$ cat src/rtl/free_list_if.sv
// Rename/commit-side bundle for the physical register free list.
// The master drives requests and returned tags; the slave is the free list itself.
interface free_list_if #(
  parameter int unsigned PHY_WIDTH = 6
);
  logic                 valid;
  logic [PHY_WIDTH-1:0] rd_phy_new;
  logic                 empty;
  logic                 commit_valid;
  logic                 release_valid;
  logic [PHY_WIDTH-1:0] release_phy;
  logic                 flush;
  logic [PHY_WIDTH:0]   free_count;
  logic                 overflow_err;

  modport master (
    output valid, commit_valid, release_valid, release_phy, flush,
    input  rd_phy_new, empty, free_count, overflow_err
  );

  modport slave (
    input  valid, commit_valid, release_valid, release_phy, flush,
    output rd_phy_new, empty, free_count, overflow_err
  );
endinterface

$ cat src/rtl/free_list.sv
// Circular FIFO of free physical register tags with a speculative allocation head
// and a committed head used to roll back speculative allocations on flush.
module free_list #(
  parameter int unsigned ARCH_REGS = 32,
  parameter int unsigned PHY_REGS  = 64,
  parameter int unsigned PHY_WIDTH = 6
) (
  input logic         clk,
  input logic         rst,
  free_list_if.slave  fl
);

  // Extra MSB is the wrap flag, so full and empty are distinguishable.
  typedef logic [PHY_WIDTH:0] ptr_t;

  logic [PHY_WIDTH-1:0] mem_q [PHY_REGS];
  ptr_t spec_head_q, spec_head_d;
  ptr_t commit_head_q, commit_head_d;
  ptr_t tail_q, tail_d;
  logic overflow_q, overflow_d;

  ptr_t occupancy;
  ptr_t free_count;
  logic empty;
  logic full;
  logic do_write;

  assign occupancy  = tail_q - commit_head_q;
  assign full       = (occupancy == ptr_t'(PHY_REGS));
  assign free_count = tail_q - spec_head_q;
  assign empty      = (free_count == '0);
  assign do_write   = fl.release_valid && !full;

  always_comb begin
    commit_head_d = commit_head_q + ptr_t'(fl.commit_valid);

    spec_head_d = spec_head_q;
    // Flush restores to the head as updated by any same-cycle commit.
    if (fl.flush) begin
      spec_head_d = commit_head_d;
    end else if (fl.valid && !empty) begin
      spec_head_d = spec_head_q + ptr_t'(1);
    end

    tail_d     = do_write ? tail_q + ptr_t'(1) : tail_q;
    overflow_d = overflow_q | (fl.release_valid & full);
  end

  always_ff @(posedge clk) begin
    if (rst) begin
      spec_head_q   <= '0;
      commit_head_q <= '0;
      tail_q        <= ptr_t'(PHY_REGS - ARCH_REGS);
      overflow_q    <= 1'b0;
      for (int unsigned i = 0; i < PHY_REGS; i++) begin
        mem_q[i] <= (i < PHY_REGS - ARCH_REGS) ? PHY_WIDTH'(ARCH_REGS + i) : '0;
      end
    end else begin
      spec_head_q   <= spec_head_d;
      commit_head_q <= commit_head_d;
      tail_q        <= tail_d;
      overflow_q    <= overflow_d;
      if (do_write) begin
        mem_q[tail_q[PHY_WIDTH-1:0]] <= fl.release_phy;
      end
    end
  end

  assign fl.rd_phy_new   = mem_q[spec_head_q[PHY_WIDTH-1:0]];
  assign fl.empty        = empty;
  assign fl.free_count   = free_count;
  assign fl.overflow_err = overflow_q;

endmodule

$ cat src/flat_wrapper.sv
// flat-port wrapper written by rule: the top's interface ports become plain ports
module free_list_flat 
#(
  parameter int unsigned ARCH_REGS = 32,
  parameter int unsigned PHY_REGS  = 64,
  parameter int unsigned PHY_WIDTH = 6
)
  (clk, rst, fl_valid, fl_commit_valid, fl_release_valid, fl_release_phy, fl_flush, fl_rd_phy_new, fl_empty, fl_free_count, fl_overflow_err);
  free_list_if #(.PHY_WIDTH(PHY_WIDTH)) fl_i ();
  input logic clk;
  input logic rst;
  input wire logic [$bits(fl_i.valid)-1:0] fl_valid;
  input wire logic [$bits(fl_i.commit_valid)-1:0] fl_commit_valid;
  input wire logic [$bits(fl_i.release_valid)-1:0] fl_release_valid;
  input wire logic [$bits(fl_i.release_phy)-1:0] fl_release_phy;
  input wire logic [$bits(fl_i.flush)-1:0] fl_flush;
  output wire logic [$bits(fl_i.rd_phy_new)-1:0] fl_rd_phy_new;
  output wire logic [$bits(fl_i.empty)-1:0] fl_empty;
  output wire logic [$bits(fl_i.free_count)-1:0] fl_free_count;
  output wire logic [$bits(fl_i.overflow_err)-1:0] fl_overflow_err;
  assign fl_i.valid = fl_valid;
  assign fl_i.commit_valid = fl_commit_valid;
  assign fl_i.release_valid = fl_release_valid;
  assign fl_i.release_phy = fl_release_phy;
  assign fl_i.flush = fl_flush;
  assign fl_rd_phy_new = fl_i.rd_phy_new;
  assign fl_empty = fl_i.empty;
  assign fl_free_count = fl_i.free_count;
  assign fl_overflow_err = fl_i.overflow_err;
  free_list #(.ARCH_REGS(ARCH_REGS), .PHY_REGS(PHY_REGS), .PHY_WIDTH(PHY_WIDTH)) u_core (.clk(clk), .rst(rst), .fl(fl_i));
endmodule
$ cat config.mk
export PLATFORM = sky130hd
export DESIGN_NAME = free_list_flat
export DESIGN_NICKNAME = d
export VERILOG_FILES = /design/src/rtl/free_list_if.sv /design/src/rtl/free_list.sv /design/src/flat_wrapper.sv
export SDC_FILE = /design/constraint.sdc
export NUM_CORES = 1
export LEC_CHECK = 0
export CORE_UTILIZATION = 55
export DETAILED_ROUTE_END_ITERATION = 12
export GPL_TIMING_DRIVEN = 1
export PLACE_DENSITY = 0.79
export SYNTH_ARGS = -nofsm -noshare
export SYNTH_HDL_FRONTEND = slang
export SYNTH_SLANG_ARGS = --single-unit
$ cat constraint.sdc
create_clock -name clk -period 2.8 [get_ports clk]
set_clock_uncertainty 0.05 [all_clocks]
set_input_delay 0.28 -clock clk [delete_from_list [all_inputs] [get_ports clk]]
set_output_delay 0.28 -clock clk [all_outputs]
set_load 0.01 [all_outputs]
==> flow_summary.json <==
{
  "status": "finished with violations",
  "violations": "setup timing",
  "dp_cells": 1916,
  "nets": 1585,
  "cp_top_family": "multiplexers",
  "first_pass_iters": 8,
  "r2r_start": "u_core.tail_q[0]",
  "synth-seq-cells": 412,
  "powerDensity_nw_per_um2": 629,
  "port_buffers": 26,
  "clock_latency_ns": 0.54,
  "ios": 27,
  "power_leakage_nw": 7.91,
  "synth.area.top_cells": "edfxtp_1, mux4_2, nor2_1",
  "track_usage_pct": 33.7,
  "cts_tree": "built",
  "crit_path_end_kind": "output pin",
  "synth_top_area_share_pct": 59.8,
  "synthArstFlopShare_pct": 0,
  "worst-path-stages": 9,
  "min_path_type": "input pin to register",
  "final-setup-viol-count": 10,
  "slowest_delay_ns": 0.56,
  "place_congestion": 0.937,
  "dpl.hpwl_um": 38800,
  "required_ns": 2.47,
  "syn_nets": 1438,
  "drc": 0,
  "cts_made_buffers": 44,
  "drt_iter0_drc": 2400,
  "start_kind": "register",
  "hold_viol_final": 0,
  "r2r_cells": 14,
  "dieArea_um2": 35800,
  "utilization_pct": 67.8,
  "antenna_found_initial": 0,
  "viasPerCell": 6.88,
  "clk_pin_slew_ns": 0.06,
  "critPathBufInv": 5,
  "grt_pass1_wl_um": 87700,
  "start_util_pct": 55.9,
  "fin_crit_sh_pct": 118,
  "core_area_um2": 34500,
  "crit_type": "register to output pin",
  "die_h_um": 189,
  "chipWidth_um": 189,
  "crit_slowest_cell": "mux4_2",
  "rsz0062_at_grt": "yes",
  "place_ws_ns": -0.153,
  "grt_max_degree": 87,
  "synth-warning-count": 0,
  "crit_end": "fl_rd_phy_new[3]",
  "cts_buffer_depth": 3,
  "max_freq_mhz": 302,
  "antenna_left": 0,
  "synth_area_um2": 19300,
  "period_needed_ns": 3.31,
  "fillers": 2223,
  "arrival_ns": 2.98,
  "r2r_slack_ns": -0.08,
  "cap_violations": 0,
  "core.rowCount": 68,
  "worst_slew_pin_slew_ns": 1.22,
  "grt_pass1_vias": 13800,
  "h-tree-depth": 2,
  "grt_overflow": 0,
  "area_delta_synth_final_pct": 21.4,
  "path_cells": "buf_12 -> buf_12 -> buf_12 -> buf_6 -> mux4_2 -> mux4_2 -> o22ai_2 -> nor2_2 -> buf_2",
  "drive_gt1_share_pct": 32.4,
  "whs_ns": 0.419,
  "wl_um": 61000,
  "crit_fanout": 7,
  "yosys.area.top_type": "edfxtp_1",
  "cts.sink_count": 412,
  "slew_headroom_pct": 18.8,
  "vias": 14000,
  "clock-root-buffer": "clkbuf_16",
  "cpMostUsedCell": "buf_12",
  "synth_edf_count": 384,
  "ir_drop_mv": 0.472,
  "finalNonFillerCells": 2040,
  "layout_setup_ws_ns": -0.507,
  "ys_seq_area_share_pct": 62.7,
  "avgSynthCellArea_um2": 13.7,
  "slew_violations": 0,
  "post_drt_wl_per_cell_um": 29.9,
  "ys.flop_type": "edfxtp_1",
  "netlist_instances": 1409,
  "ys_types": 62
}
## through the flow
stage	instance area [um^2]	power, mW	TNS, ns
after floorplan	19300	8.02	0
after CTS	23000	14.5	-2.70
after global placement	20900	8.68	-5.37
final	23400	14.7	-3.05
after detailed placement	20900	8.72	-10.60
after global routing	23400	15.0	-5.09
## sequential cells by signal, summed over array words and instances, names as in the netlist, named ones only
signal                  cells
u_core.commit_head_q        7
u_core.fl.overflow_err      1
u_core.mem_q              384
u_core.spec_head_q          7
u_core.tail_q               7
## layout make-up
class / count / area [um^2] / area share, %
sequential: 412 / 12100 / 51.7
multi-input combinational: 864 / 7140 / 30.5
timing repair buffer: 213 / 2150 / 9.19
clock buffer: 51 / 1150 / 4.91
tap: 455 / 569 / 2.43
clock inverter: 23 / 209 / 0.892
inverter: 21 / 83.8 / 0.358
antenna: 1 / 2.50 / 0.0107
## worst min path at each step
| stage | from | end | slack, ns | depth (start not counted) |
|---|---|---|---|---|
| after floorplan | rst | u_core.commit_head_q[0] | 0.31 | 1 |
| after global placement | u_core.fl.overflow_err | u_core.fl.overflow_err | 0.46 | 2 |
| after detailed placement | u_core.fl.overflow_err | u_core.fl.overflow_err | 0.46 | 2 |
| after CTS | rst | u_core.mem_q[8][3] | 0.37 | 6 |
| after global routing | rst | u_core.mem_q[15][3] | 0.42 | 6 |
| final | rst | u_core.mem_q[8][3] | 0.42 | 6 |
## power breakdown
part	internal, mW	switching, mW
combinational	1.02	1.08
sequential	6.87	0.0815
clock	3.28	2.41
total	11.2	3.57
## logic make-up (layout without fill, tap and decap cells)
| family | count (synthesis) | after routing | share of synthesized area (%) |
|---|---|---|---|
| other | 0 | 1 | 0 |
| AO/OA/AOI/OAI | 126 | 126 | 4.85 |
| AND/OR/NAND/NOR | 577 | 577 | 13.3 |
| multiplexers | 124 | 124 | 14.2 |
| flip-flops | 412 | 412 | 62.7 |
| buffers and inverters | 133 | 308 | 2.94 |
| XOR/XNOR | 20 | 20 | 0.908 |
| adder cells (fa/ha/maj) | 17 | 17 | 1.14 |
## routing by layer
layer	vias up	routed length [um]	GRT usage, %
met4	0	3920	18.9
met3	290	9440	9.43
met2	1359	27800	51.6
met1	6845	19800	43.8
li1	5537	-	-
met5	-	0	0
## worst register-to-register path, cell delays in order, from the launching register on
cell	delay, ns
dfxtp_2	0.33
clkinv_4	0.06
ha_4	0.13
inv_2	0.03
fa_2	0.37
a211oi_2	0.23
buf_4	0.16
o31ai_4	0.05
a21oi_2	0.22
xnor2_2	0.11
buf_4	0.16
buf_6	0.12
a2111o_1	0.42
xnor2_1	0.14
a21oi_1	0.21
## what timing repair did
action	4_1_cts	5_1_grt
resized for setup	127	89
pin swaps	22	25
hold buffers	0	0
setup endpoints to repair	216	422
gates cloned	3	2
setup buffers	38	11
## cells in the final DEF (no fill, tap or decap), drive strengths merged, types with 3 or more instances in the layout
master,instances
nand2,162
ha,16
o22ai,12
a21oi,11
nand3,9
clkbuf,53
o31ai,3
o211ai,6
edfxtp,384
nor2,276
nor2b,5
clkdlybuf4s50,15
mux4,120
clkinv,19
xnor2,16
or2,3
nor3,15
bufinv,4
and3,50
o21bai,5
or3,27
nor3b,5
mux2i,4
buf,194
or4,3
and2,8
o21ai,9
a211oi,6
xor2,4
inv,21
dfxtp,28
nand2b,5
a21o,63
## cell usage after synthesis (all sizes together) (3+ instances only)
cell,number
a211oi,6
and3,50
mux4,120
a21oi,11
o21ai,9
nand3,9
xor2,4
or4,3
nor3,15
xnor2,16
nand2,162
dfxtp,28
ha,16
edfxtp,384
or2,3
clkbuf,77
or3,27
buf,35
o22ai,12
nand2b,5
nor3b,5
inv,20
o211ai,6
nor2,276
o21bai,5
o31ai,3
and2,8
a21o,63
nor2b,5
mux2i,4
No activity file was read; power rests on OpenSTA's default activity.
